<file path="config.mk">
export PLATFORM = sky130hd
export DESIGN_NAME = stream_to_binary_flat
export DESIGN_NICKNAME = d
export VERILOG_FILES = /design/src/rtl/stream_to_binary_if.sv /design/src/rtl/stream_to_binary.sv /design/src/flat_wrapper.sv
export SDC_FILE = /design/constraint.sdc
export NUM_CORES = 1
export LEC_CHECK = 0
export BUFFER_PORTS_ARGS = -buffer_cell sky130_fd_sc_hd__buf_2
export CORE_MARGIN = 5
export CORE_UTILIZATION = 45
export CTS_BUF_LIST = sky130_fd_sc_hd__clkbuf_4
export DETAILED_ROUTE_END_ITERATION = 16
export PLACE_DENSITY = 0.76
export SYNTH_ARGS = -nofsm -noshare
export SYNTH_HDL_FRONTEND = slang
export SYNTH_SLANG_ARGS = --single-unit
</file>
<file path="constraint.sdc">
create_clock -name clk -period 1.8 [get_ports clk]
set_input_delay 0.27 -clock clk [delete_from_list [all_inputs] [get_ports clk]]
set_output_delay 0.27 -clock clk [all_outputs]
set_load 0.03 [all_outputs]
</file>
<file path="src/rtl/stream_to_binary_if.sv">
// Handshake and result bundle between a stochastic stream source and the
// stream-to-binary converter. The master drives the stream, the slave reports results.
interface stream_to_binary_if #(
  parameter int WINDOW_LOG2 = 8
);
  localparam int CNT_W = WINDOW_LOG2 + 1;
  localparam int VAL_W = WINDOW_LOG2 + 2;

  logic                    start;
  logic                    abort;
  logic                    bit_in;
  logic                    busy;
  logic                    done;
  logic        [CNT_W-1:0] count_out;
  logic signed [VAL_W-1:0] value_out;

  modport master (
    output start, abort, bit_in,
    input  busy, done, count_out, value_out
  );

  modport slave (
    input  start, abort, bit_in,
    output busy, done, count_out, value_out
  );
endinterface

</file>
<file path="src/rtl/stream_to_binary.sv">
// Counts ones in a stochastic bitstream over 2^WINDOW_LOG2 cycles and reports
// both the unipolar count and the bipolar value 2*count - 2^WINDOW_LOG2.
module stream_to_binary #(
  parameter  int WINDOW_LOG2 = 8,
  localparam int CNT_W       = WINDOW_LOG2 + 1,
  localparam int VAL_W       = WINDOW_LOG2 + 2
) (
  input  logic              clk,
  input  logic              reset,
  stream_to_binary_if.slave bus
);

  localparam logic [VAL_W-1:0] HALF = VAL_W'(1) << WINDOW_LOG2;

  typedef enum logic [1:0] {IDLE, ACCUM, DONE} state_t;

  state_t                  r_state;
  state_t                  w_next;
  logic        [CNT_W-1:0] r_acc;
  logic  [WINDOW_LOG2-1:0] r_cnt;
  logic        [CNT_W-1:0] r_count_out;
  logic signed [VAL_W-1:0] r_value_out;
  logic        [CNT_W-1:0] w_acc_sum;

  // Doubling fits VAL_W unsigned; the modular subtraction lands on the exact
  // two's-complement result because the true value is always in range.
  function automatic logic signed [VAL_W-1:0] to_bipolar(input logic [CNT_W-1:0] cnt);
    return $signed({cnt, 1'b0} - HALF);
  endfunction

  assign w_acc_sum = r_acc + CNT_W'(bus.bit_in);

  always_ff @(posedge clk or posedge reset) begin
    if (reset) r_state <= IDLE;
    else       r_state <= w_next;
  end

  // Abort outranks window completion on the final sample cycle.
  always_comb begin
    w_next = r_state;
    unique case (r_state)
      IDLE:    if (bus.start) w_next = ACCUM;
      ACCUM: begin
        if (bus.abort)   w_next = IDLE;
        else if (&r_cnt) w_next = DONE;
      end
      DONE:    w_next = (bus.start && !bus.abort) ? ACCUM : IDLE;
      default: w_next = IDLE;
    endcase
  end

  always_ff @(posedge clk or posedge reset) begin
    if (reset) begin
      r_acc       <= '0;
      r_cnt       <= '0;
      r_count_out <= '0;
      r_value_out <= to_bipolar('0);
    end else begin
      if (r_state != ACCUM && w_next == ACCUM) begin
        r_acc <= '0;
        r_cnt <= '0;
      end else if (r_state == ACCUM) begin
        r_acc <= w_acc_sum;
        r_cnt <= r_cnt + WINDOW_LOG2'(1);
      end
      if (r_state == ACCUM && w_next == DONE) begin
        r_count_out <= w_acc_sum;
        r_value_out <= to_bipolar(w_acc_sum);
      end
    end
  end

  assign bus.busy      = (r_state == ACCUM);
  assign bus.done      = (r_state == DONE);
  assign bus.count_out = r_count_out;
  assign bus.value_out = r_value_out;

endmodule

</file>
<file path="src/flat_wrapper.sv">
// flat-port wrapper written by rule: the top's interface ports become plain ports
module stream_to_binary_flat 
#(
  parameter  int WINDOW_LOG2 = 8,
  localparam int CNT_W       = WINDOW_LOG2 + 1,
  localparam int VAL_W       = WINDOW_LOG2 + 2
)
  (clk, reset, bus_start, bus_abort, bus_bit_in, bus_busy, bus_done, bus_count_out, bus_value_out);
  stream_to_binary_if #(.WINDOW_LOG2(WINDOW_LOG2)) bus_i ();
  input  logic clk;
  input  logic reset;
  input wire logic [$bits(bus_i.start)-1:0] bus_start;
  input wire logic [$bits(bus_i.abort)-1:0] bus_abort;
  input wire logic [$bits(bus_i.bit_in)-1:0] bus_bit_in;
  output wire logic [$bits(bus_i.busy)-1:0] bus_busy;
  output wire logic [$bits(bus_i.done)-1:0] bus_done;
  output wire logic [$bits(bus_i.count_out)-1:0] bus_count_out;
  output wire logic [$bits(bus_i.value_out)-1:0] bus_value_out;
  assign bus_i.start = bus_start;
  assign bus_i.abort = bus_abort;
  assign bus_i.bit_in = bus_bit_in;
  assign bus_busy = bus_i.busy;
  assign bus_done = bus_i.done;
  assign bus_count_out = bus_i.count_out;
  assign bus_value_out = bus_i.value_out;
  stream_to_binary #(.WINDOW_LOG2(WINDOW_LOG2)) u_core (.clk(clk), .reset(reset), .bus(bus_i));
endmodule
</file>
# == Word-level counts from Yosys, hierarchy flattened ==
# Index checks and enable logic that the tools add are counted.
# word_totals
word_cells,29
reg_bits,38
# classes
eq_ne,5
muxes,9
addsub,3
reduce_logical,7
# ops
cell,n
$mux W9,2
$mux W8,2
$sub A10 B9 Y10 const B,1
$add A9 B1 Y9,1
$add A8 B1 Y8 const B,1
$reduce_and A8 Y1,1
$mux W2,3
$pmux W2 S3,1
$eq A2 B1 Y1 const B,2
$eq A2 B2 Y1 const B,2
$logic_and A1 B1 Y1,3
$logic_not A2 Y1,1
$ne A2 B1 Y1 const B,1
$reduce_bool A2 Y1,1
$logic_not A1 Y1,1
$mux W1,1

# == Depth between registers and ports, before layout ==
# Gate-level depths: netlist of the first run.
# logic_depth
depth_word,7
depth_mapped,6

# == Worst setup path after synthesis of the first run ==
# No wires, ideal clock.
# synth_path
kind,register -> register
start,register u_core.r_cnt[0]
end,register u_core.r_count_out[0] (netlist: u_core.bus.count_out[0])
n_path_buf,0
required_ps,1675
synth_period_minus_slack_ps,1608
setup_time_ps,125
t_arrival_ps,1483
stages_incl_launch_ff,5
setup_slack_ps,192
path_cell_list,dfrtp_1 ha_1 nand3_2 nor4_4 mux2_2
# synth_via
elab_chain_cells,6
# synth_rtl
element,line_no,source
start: declaration,stream_to_binary.sv:20,logic [WINDOW_LOG2-1:0] r_cnt;
start signal: assignment,stream_to_binary.sv:64,r_cnt <= r_cnt + WINDOW_LOG2'(1);
$reduce_and A8 Y1,stream_to_binary.sv:45,else if (&r_cnt) w_next = DONE;
$mux W2,stream_to_binary.sv:45,
$mux W2,stream_to_binary.sv:44,if (bus.abort) w_next = IDLE;
$pmux W2 S3,stream_to_binary.sv:41,unique case (r_state)
$eq A2 B2 Y1,stream_to_binary.sv:66,if (r_state == ACCUM && w_next == DONE) begin
$logic_and A1 B1 Y1,stream_to_binary.sv:66,
end signal: assignment,stream_to_binary.sv:67,r_count_out <= w_acc_sum;
end: declaration,stream_to_binary.sv:21,logic [CNT_W-1:0] r_count_out;
# Every way passes these cells.
# A chain may end at the register's enable or synchronous reset.

# == Worst setup path in the final report of the first run ==
# layout_path
start,register u_core.r_state[1]
end,output port bus_busy
# layout_via
elab_chain_cells,1
# layout_rtl
element,line_no,source
start: declaration,stream_to_binary.sv:17,state_t r_state;
start signal: assignment,stream_to_binary.sv:35,else r_state <= w_next;
$eq A2 B1 Y1,stream_to_binary.sv:73,assign bus.busy = (r_state == ACCUM);
end: declaration,flat_wrapper.sv:15,output wire logic [$bits(bus_i.busy)-1:0] bus_busy;
# Every way passes these cells.

==> results of run 1 <==
-- cell type report --
cell class                 count  area [sq um]
fill                         312          1540
multi-input combinational    109           697
clock buffer                   8          60.1
tap                           46          57.6
sequential                    30           753
timing repair buffer          30           189
inverter                       5          18.8
-- synthesized netlist by cell type, drive strengths merged --
master | instances | area, sq um
a31oi | 2 | 12.5
and2 | 1 | 6.26
o41ai | 1 | 8.76
nand2b | 2 | 12.5
inv | 5 | 18.8
nor2b | 1 | 6.26
buf | 13 | 90.1
dfrtp | 28 | 701
mux2 | 3 | 33.8
nor4 | 1 | 21.3
nor2 | 13 | 48.8
o311ai | 1 | 8.76
a211oi | 1 | 7.51
o21ai | 12 | 60.1
o22ai | 4 | 25.0
xor2 | 3 | 26.3
nor3 | 3 | 15.0
xnor2 | 4 | 35.0
nand3 | 8 | 45.0
conb | 1 | 3.75
and4 | 1 | 8.76
o21a | 1 | 7.51
o211a | 1 | 10.0
nand2 | 16 | 60.1
and3 | 3 | 18.8
o31ai | 4 | 30.0
dfstp | 2 | 52.6
a21oi | 12 | 60.1
ha | 3 | 37.5
or3 | 1 | 6.26
or2 | 1 | 6.26
clkbuf | 2 | 7.51
nand4 | 5 | 37.5
-- cells by family after synthesis --
kind of cell / after synthesis / share of synthesized area (%)
muxes: 3 / 2.21
adders and majority gates: 3 / 2.46
DFF: 30 / 49.3
AOI/OAI and AO/OA: 39 / 15.1
buffers and inverters: 20 / 7.61
other: 1 / 0.245
xor gates and xnor gates: 7 / 4.01
and+or+nand+nor: 56 / 19.1
-- worst min-delay path: stages --
cell   delay, ns
buf_2       0.09
inv_1       0.04
buf_4       0.33
-- power groups by stage --
stage                     Combinational (W)  Clock (W)  Sequential (W)
after floorplan                    0.000247          0        0.000869
after global placement             0.000348          0        0.000848
after detailed placement           0.000362          0        0.000855
after CTS                          0.000378   0.000429        0.000843
after global routing               0.000449   0.000455        0.000869
final                              0.000406   0.000413        0.000853
-- per-stage QoR --
step / hold WS, ns / cell area (sq um) / instances / utilization (%)
5_1_grt: 0.0298 / 1780 / 228 / 53.6
6_report: -0.00598 / 1780 / 228 / 53.6
4_1_cts: 0.0114 / 1740 / 228 / 52.6
2_1_floorplan: 0.342 / 1530 / 159 / -
3_3_place_gp: 0.357 / 1660 / 219 / 50.1
3_5_place_dp: 0.370 / 1660 / 219 / 50.1
-- metal layers --
layer / vias up / part of all wire [%]
met5: - / 0
met4: 0 / 1.3
met3: 4 / 4.9
met2: 29 / 49
met1: 577 / 45
li1: 601 / -
-- registers in the layout, indices dropped and copies added (netlist names) --
signal	count
u_core.bus.count_out	9
u_core.r_acc	9
u_core.r_cnt	8
u_core.bus.value_out	2
u_core.r_state	2
-- worst max-delay path by stage --
stage                            startpoint                 endpoint  slack (ns)
after floorplan             u_core.r_cnt[0]  u_core.bus.count_out[0]        0.19
after global placement           bus_bit_in  u_core.bus.value_out[9]        0.15
after detailed placement         bus_bit_in  u_core.bus.value_out[9]        0.05
after CTS                   u_core.r_acc[0]  u_core.bus.value_out[9]        0.05
after global routing        u_core.r_acc[0]  u_core.bus.value_out[9]        0.02
final                     u_core.r_state[1]                 bus_busy        0.09
-- what timing repair did --
action	CTS	global route
endpoints found under the setup margin	1	4
setup buffers	0	0
pin swaps	0	1
gates resized for setup	5	6
hold buffers	0	0
gates cloned	1	0
==> impl_metrics.yaml, run 1 <==
floorplan:
  start_util_pct: 46.2
  boundaryPins: 26
  die_w_um: 68.3
  die_area_sq_um: 4660
  die_y_um: 68.3
  core_sq_um: 3310
  rows: 21
setup_path:
  arrival_ns: 1.44
  cpPeakStageDelay_ns: 0.40
  r2r_cells: 6
  r2r_slack_ns: 0.16
  path_cells: "nand2b_4, buf_6, inv_1, buf_6, buf_6"
  cp_common_cell: "buf_6"
  slowest_stage: "dfrtp_1"
  cp_num_buf_inv: 4
  cp_top_family: "buffers and inverters"
  worstPathRequired_ns: 1.53
  critPathLaunchType: "flop"
  worst-path-max-fanout: 11
  worstSetupPathType: "flop to output port"
  r2r-end: "u_core.bus.value_out[9]"
  cp-end-kind: "output port"
  r2r_start: "u_core.r_acc[0]"
  worst-path-stages: 5
route:
  dr_total_vias: 1211
  drt.antenna.violating_nets: 0
  drc: 0
  first_pass_iters: 4
  wl_per_cell_um: 13.8
  finalWirelength_um: 3140
  avgViaCountPerCell: 5.31
  drtIter0Drc: 54
synthesis:
  synth_nets: 167
  synth_seq_area_share_pct: 49.3
  synth_cell_types: 38
  syn-mean-instance-area_sq_um: 9.62
  ys_ff_latch: 30
  syn_inst: 159
  synth_area_sq_um: 1530
  yosysWarnings: 0
power:
  p_clk_share_pct: 24.7
  intPower_w: 0.00112
  p_leak_nw: 0.804
  seqPwrFrac_pct: 51.0
  peakVddDrop_mv: 0.456
  netSwitchingFraction_pct: 33.2
  switchingPower_w: 0.000554
  comb_power_share_pct: 24.3
  pwr_density_cell_nw_per_um2: 942
  total_power_w: 0.00167
global_route:
  grt_use_met2_pct: 23.9
  grt_pass1_vias: 1165
  grt_pass1_wl_um: 5240
  use_met3_pct: 5.58
  antenna_found_initial: 0
  grt_use_met1_pct: 19.6
  grt_max_degree: 31
  track_usage_pct: 15.5
  overflow: 0
  top_usage_layer: "met2"
sta:
  rsz0062_at_grt: "false"
  final.setup_skew_ns: 0.00834
  min_period_over_period_pct: 95.0
  final.setup.tns_ns: 0
  hold_viol_final: 8
  finalSetupViolCount: 0
  final-max-slew-violation-count: 0
  hold_slack_ns: -0.00598
  fmax_ghz: 0.585
  period_needed_ns: 1.71
  timing.final.ws_setup_ns: 0.0905
placed_design:
  place_congestion: 0.807
  io_buffer_count: 24
  post-dp-hpwl_um: 2200
  dp_slack_ns: 0.0518
cts:
  htreeDepth: 2
  clk_latency_ns: 0.32
  clkTransAtPathRegs_ns: 0.09
  cts_tree: "yes"
  cts_buffers: 5
  cts-root-buf: "clkbuf_4"
  clockBufferDepth: 2
  cts_num_sinks: 30
cells_and_area:
  layout.nets: 189
  diodes: 0
  layout-drive-gt1-share_pct: 28.0
  final_cell_mix: "28 x dfrtp_1, 24 x buf_2, 16 x nand2_1"
  area_growth_pct: 16.1
  final_common_cell: "dfrtp_1"
outcome:
  violations: "negative hold slack"
  status: "complete, but fails checks"
flow_run:
  drv_cap: 0
worst_hold_path:
  min_path_type: "input port to async pin"
Note: power is estimated with default switching activity, not from simulation.
==> run 2: changes to the inputs <==
--- a/config.mk
+++ b/config.mk
@@ -5,11 +5,13 @@
 export SDC_FILE = /design/constraint.sdc
 export NUM_CORES = 1
 export LEC_CHECK = 0
+export ABC_AREA = 1
 export BUFFER_PORTS_ARGS = -buffer_cell sky130_fd_sc_hd__buf_2
 export CORE_MARGIN = 5
 export CORE_UTILIZATION = 45
 export CTS_BUF_LIST = sky130_fd_sc_hd__clkbuf_4
 export DETAILED_ROUTE_END_ITERATION = 16
+export GPL_TIMING_DRIVEN = 0
 export PLACE_DENSITY = 0.76
 export SYNTH_ARGS = -nofsm -noshare
 export SYNTH_HDL_FRONTEND = slang
==> impl_metrics.yaml, run 2 <==
sta:
  fmax_ghz: 0.603
  tightest_slew_ns: 1.12
  slew-limit-headroom_pct: 25.3
  rsz0062_at_grt: "false"
  final-max-slew-violation-count: 0
  hold_viol_final: 0
  finalSetupViolCount: 0
  min_period_over_period_pct: 92.1
  final.setup.tns_ns: 0
  final.setup_skew_ns: 0.00909
  period_needed_ns: 1.66
synthesis:
  async_flop_share_pct: 100
  yosysWarnings: 0
  synth_nets: 193
  synth_enable_flop_cells: 0
  synth_most_common_cell: "nand2_1"
  ys.flop_type: "dfrtp_1"
  syn_inst: 185
  synth_cell_types: 25
  synth_seq_area_share_pct: 48.5
  synth_top_area_cell: "dfrtp_1"
  yosys-top-cells-count: "60 x nand2_1, 28 x dfrtp_1, 18 x inv_1"
  syn-mean-instance-area_sq_um: 8.39
  synth.area.top_cells: "dfrtp_1 45%, nand2_1 15%, inv_1 4.4%"
  ys_ff_latch: 30
  yosys.area.top_type_share_pct: 45.2
  synth_area_sq_um: 1550
setup_path:
  slowest_stage: "dfrtp_1"
  critPathLaunchType: "flop"
  cpPeakStageDelay_ns: 0.35
  cp-end-kind: "output port"
  worstSetupPathType: "flop to output port"
  cp_num_buf_inv: 3
  cp_top_family: "buffers and inverters"
  worst-path-max-fanout: 9
  worstPathRequired_ns: 1.53
  arrival_ns: 1.39
  path_cells: "inv_1, nand2_2, clkinv_1, buf_2"
  r2r_start: "u_core.r_cnt[0]"
  crit_start: "u_core.r_state[1]"
cells_and_area:
  multi_input_area_sq_um: 648
  final_cell_mix: "60 x nand2_1, 28 x dfrtp_1, 24 x buf_2"
  final_common_cell: "nand2_1"
  seqCellArea_sq_um: 753
  area_growth_pct: 15.8
  final_area_sq_um: 1800
  diodes: 0
  fill_cells: 326
  layout-drive-gt1-share_pct: 27.1
  layout.nets: 225
route:
  drc: 0
  wl_met2_um: 1330
  wirelength_met1_um: 1290
  dr_wl_met3_um: 149
  avgViaCountPerCell: 4.65
  wl_per_cell_um: 10.7
  first_pass_iters: 4
  drt.antenna.violating_nets: 0
  dr_total_vias: 1228
  top_layer_used: "met4"
  finalWirelength_um: 2830
  drtIter0Drc: 29
placed_design:
  post-dp-hpwl_um: 2030
  dpl_cell_area_sq_um: 1730
  io_buffer_count: 24
  place_congestion: 0.798
cts:
  cts_buffers: 5
  clockBufferDepth: 2
  ctsHoldBuffers: 0
  clk_latency_ns: 0.33
  clkTransAtPathRegs_ns: 0.09
  cts_tree: "yes"
  cts-root-buf: "clkbuf_4"
  htreeDepth: 2
  cts_num_sinks: 30
global_route:
  grt_max_degree: 31
  grt_pass1_vias: 1163
  track_usage_pct: 14.3
  antenna_found_initial: 0
  overflow: 0
  grt_pass1_wl_um: 4850
power:
  peakVddDrop_mv: 0.453
  pwr_density_cell_nw_per_um2: 839
  p_leak_nw: 0.919
worst_hold_path:
  min_path_type: "input port to async pin"
floorplan:
  start_util_pct: 46.5
  boundaryPins: 26
  core_sq_um: 3340
  die_area_sq_um: 4720
  die_y_um: 68.7
  die_w_um: 68.7
  rows: 21
outcome:
  status: "finished clean"
flow_run:
  drv_cap: 0
## run 2: cell types whose count changed after synthesis, sizes merged, moves of 4 or more
cell,delta
a21oi,-9
nand4,-5
inv,+14
nand3,+4
nand2,+48
buf,-4
o31ai,-4
## run 2: kinds of logic after synthesis
family          count (synthesis)  synth area share (%)
buf+inv                        30                  9.68
simple gates                   92                  26.2
flops                          30                  48.5
xor+xnor                        6                  3.39
compound gates                 23                  9.52
fa+ha+maj                       3                  2.42
other cells                     1                 0.242
## run 2: area by class of cell
type                       instances  area share (%)
sequential                        30            41.9
multi-input combinational        125            36.1
timing repair buffer              25            7.10
buffer                            10            4.18
inverter                          20            4.18
clock buffer                       8            3.34
tap                               46            3.20
## run 2: layer usage
metal / vias to the layer above / track usage, %
met5: - / 0
met4: 0 / 7.79
met3: 9 / 4.38
met2: 26 / 23.6
met1: 553 / 16.6
li1: 640 / -
## run 2: final timing paths
kind	to	cells after the start	slack (ns)
setup / recovery	bus_busy	4	0.14
min in group clk	u_core.r_state[1]	3	0.30
hold reg to reg	u_core.bus.value_out[8]	2	0.46
setup reg to reg	u_core.r_cnt[5]	9	0.17
hold / removal	u_core.r_cnt[6]	2	0.21
max in group asynchronous	u_core.bus.count_out[3]	2	0.92
## run 2: through the flow
stage               power [W]  hold WS, ns  cells  setup WS, ns  utilization, %
global route          0.00160        0.285    264       0.00202            53.8
finish                0.00151        0.210    264         0.141            53.8
floorplan             0.00102        0.349    185         0.383               -
global placement      0.00108        0.452    255         0.204            51.8
detailed placement    0.00109        0.453    255         0.174            51.8
CTS                   0.00152        0.171    263         0.112            53.6
## run 2: power breakdown
group	switching (W)	internal, W	total [W]
Sequential	0.0000607	0.000741	0.000801
Combinational	0.000182	0.0000926	0.000275
Clock	0.000230	0.000201	0.000431
## run 2: timing repair
| action | in CTS | in global routing |
|---|---|---|
| buffers inserted | 0 | 1 |
| resized for setup | 0 | 0 |
| endpoints found under the setup margin | 0 | 1 |
==> run 3: changes to the inputs <==
--- a/config.mk
+++ b/config.mk
@@ -8,11 +8,10 @@
 export ABC_AREA = 1
 export BUFFER_PORTS_ARGS = -buffer_cell sky130_fd_sc_hd__buf_2
 export CORE_MARGIN = 5
-export CORE_UTILIZATION = 45
+export CORE_UTILIZATION = 40
 export CTS_BUF_LIST = sky130_fd_sc_hd__clkbuf_4
 export DETAILED_ROUTE_END_ITERATION = 16
 export GPL_TIMING_DRIVEN = 0
-export PLACE_DENSITY = 0.76
 export SYNTH_ARGS = -nofsm -noshare
 export SYNTH_HDL_FRONTEND = slang
 export SYNTH_SLANG_ARGS = --single-unit
==> impl_metrics.yaml, run 3 (synthesis results as in run 2) <==
cells_and_area:
  layout.nets: 224
  layout-drive-gt1-share_pct: 26.3
  final_cell_mix: "60 x nand2_1, 28 x dfrtp_1, 24 x buf_2"
  final_common_cell: "nand2_1"
  area_growth_pct: 15.1
  diodes: 0
  fin_util_pct: 48.0
cts:
  cts_tree: "yes"
  clkTransAtPathRegs_ns: 0.10
  post_cts_buffers: 0
  cts_buffers: 5
  clockBufferDepth: 2
  ctsHoldBuffers: 0
  cts-root-buf: "clkbuf_4"
  cts_num_sinks: 30
  post_cts_resized: 0
  htreeDepth: 2
  clk_latency_ns: 0.33
sta:
  hold_slack_ns: 0.178
  finalSetupViolCount: 0
  period_needed_ns: 1.68
  fmax_ghz: 0.595
  final-max-slew-violation-count: 0
  slew-limit-headroom_pct: 24.9
  hold_viol_final: 0
  min_period_over_period_pct: 93.3
  final.setup_skew_ns: 0.00639
  final.setup.tns_ns: 0
  rsz0062_at_grt: "false"
  tightest_slew_ns: 1.12
power:
  peakVddDrop_mv: 0.481
  total_power_w: 0.00146
  p_leak_nw: 0.905
  pwr_density_cell_nw_per_um2: 819
placed_design:
  post-dp-hpwl_um: 2110
  io_buffer_count: 24
  place_congestion: 0.800
setup_path:
  worstPathRequired_ns: 1.53
  path_cells: "nand2_2, clkinv_1, buf_2"
  worstSetupPathType: "flop to output port"
  arrival_ns: 1.41
  slowest_stage: "dfrtp_1"
  critPathLaunchType: "flop"
  cp_num_buf_inv: 2
  cp_top_family: "buffers and inverters"
  cp-end-kind: "output port"
  worst-path-max-fanout: 9
  cpPeakStageDelay_ns: 0.41
route:
  avgViaCountPerCell: 4.53
  drc: 0
  finalWirelength_um: 2850
  wl_per_cell_um: 10.8
  dr_total_vias: 1200
  drt.antenna.violating_nets: 0
  first_pass_iters: 4
  drtIter0Drc: 56
floorplan:
  die_y_um: 72.3
  start_util_pct: 41.8
  core_sq_um: 3720
  die_w_um: 72.3
  boundaryPins: 26
  rows: 22
  die_area_sq_um: 5220
global_route:
  grt_max_degree: 31
  grt_pass1_vias: 1135
  grt_pass1_wl_um: 5000
  overflow: 0
  antenna_found_initial: 0
  track_usage_pct: 12.4
flow_run:
  drv_cap: 0
outcome:
  status: "finished clean"
worst_hold_path:
  min_path_type: "input port to flop"
==> run 3: changes by cell type in the layout (fill, tap and decap cells not counted) <==
cell        change
clkbuf_4        -3
clkinvlp_4      +1
clkinv_1        +1
buf_4           -1
clkinv_2        +1
==> run 3: path summary, 6_finish.rpt <==
| path | start | endpoint | slack [ns] | cells past startpoint |
|---|---|---|---|---|
| hold / removal | bus_abort | u_core.r_state[1] | 0.18 | 2 |
| hold reg to reg | u_core.bus.value_out[8] | u_core.bus.value_out[8] | 0.46 | 2 |
| min in group asynchronous | reset | u_core.r_cnt[0] | 0.21 | 2 |
| setup reg to reg | u_core.r_cnt[0] | u_core.bus.count_out[1] | 0.19 | 9 |
| setup / recovery | u_core.r_state[0] | bus_busy | 0.12 | 3 |
| max in group asynchronous | reset | u_core.r_acc[8] | 0.92 | 2 |
==> run 3: per-layer routing <==
| metal | up-vias | GRT usage [%] | share of wire [%] |
|---|---|---|---|
| met5 | - | 0 | 0 |
| met4 | 0 | 6.89 | 1.9 |
| met3 | 5 | 3.46 | 5.0 |
| met2 | 18 | 19.0 | 46 |
| met1 | 538 | 15.6 | 47 |
| li1 | 639 | - | - |
==> run 3: layout make-up <==
type | instances | area (sq um)
multi-input cells | 125 | 648
well taps | 48 | 60.1
clock buffers | 5 | 37.5
fillers | 373 | 1930
flip-flops and latches | 30 | 753
repair buffers | 24 | 120
inverters | 20 | 75.1
clock inverters | 3 | 16.3
plain buffers | 10 | 75.1
==> run 3: per-stage QoR <==
| stage | setup slack (ns) | cell area [sq um] | std cells |
|---|---|---|---|
| floorplan | 0.383 | 1550 | 185 |
| global placement | 0.173 | 1730 | 257 |
| detailed placement | 0.202 | 1730 | 257 |
| CTS | 0.102 | 1790 | 265 |
| global route | 0.0119 | 1790 | 265 |
| finish | 0.120 | 1790 | 265 |
==> run 3: worst reg2reg max path: cells and delay by family (launching register included) <==
kind | cells | cell delay (ns)
AOI/OAI and AO/OA | 1 | 0.04
adders and majority gates | 1 | 0.20
buffers and inverters | 2 | 0.30
DFF | 1 | 0.41
and+or+nand+nor | 5 | 0.54
==> run 3: report_power, final <==
part | switching, W | internal [W] | leakage (nW)
combinational | 0.000183 | 0.0000929 | 0.483
sequential | 0.0000583 | 0.000741 | 0.393
clock | 0.000243 | 0.000145 | 0.0286
total | 0.000484 | 0.000979 | 0.905
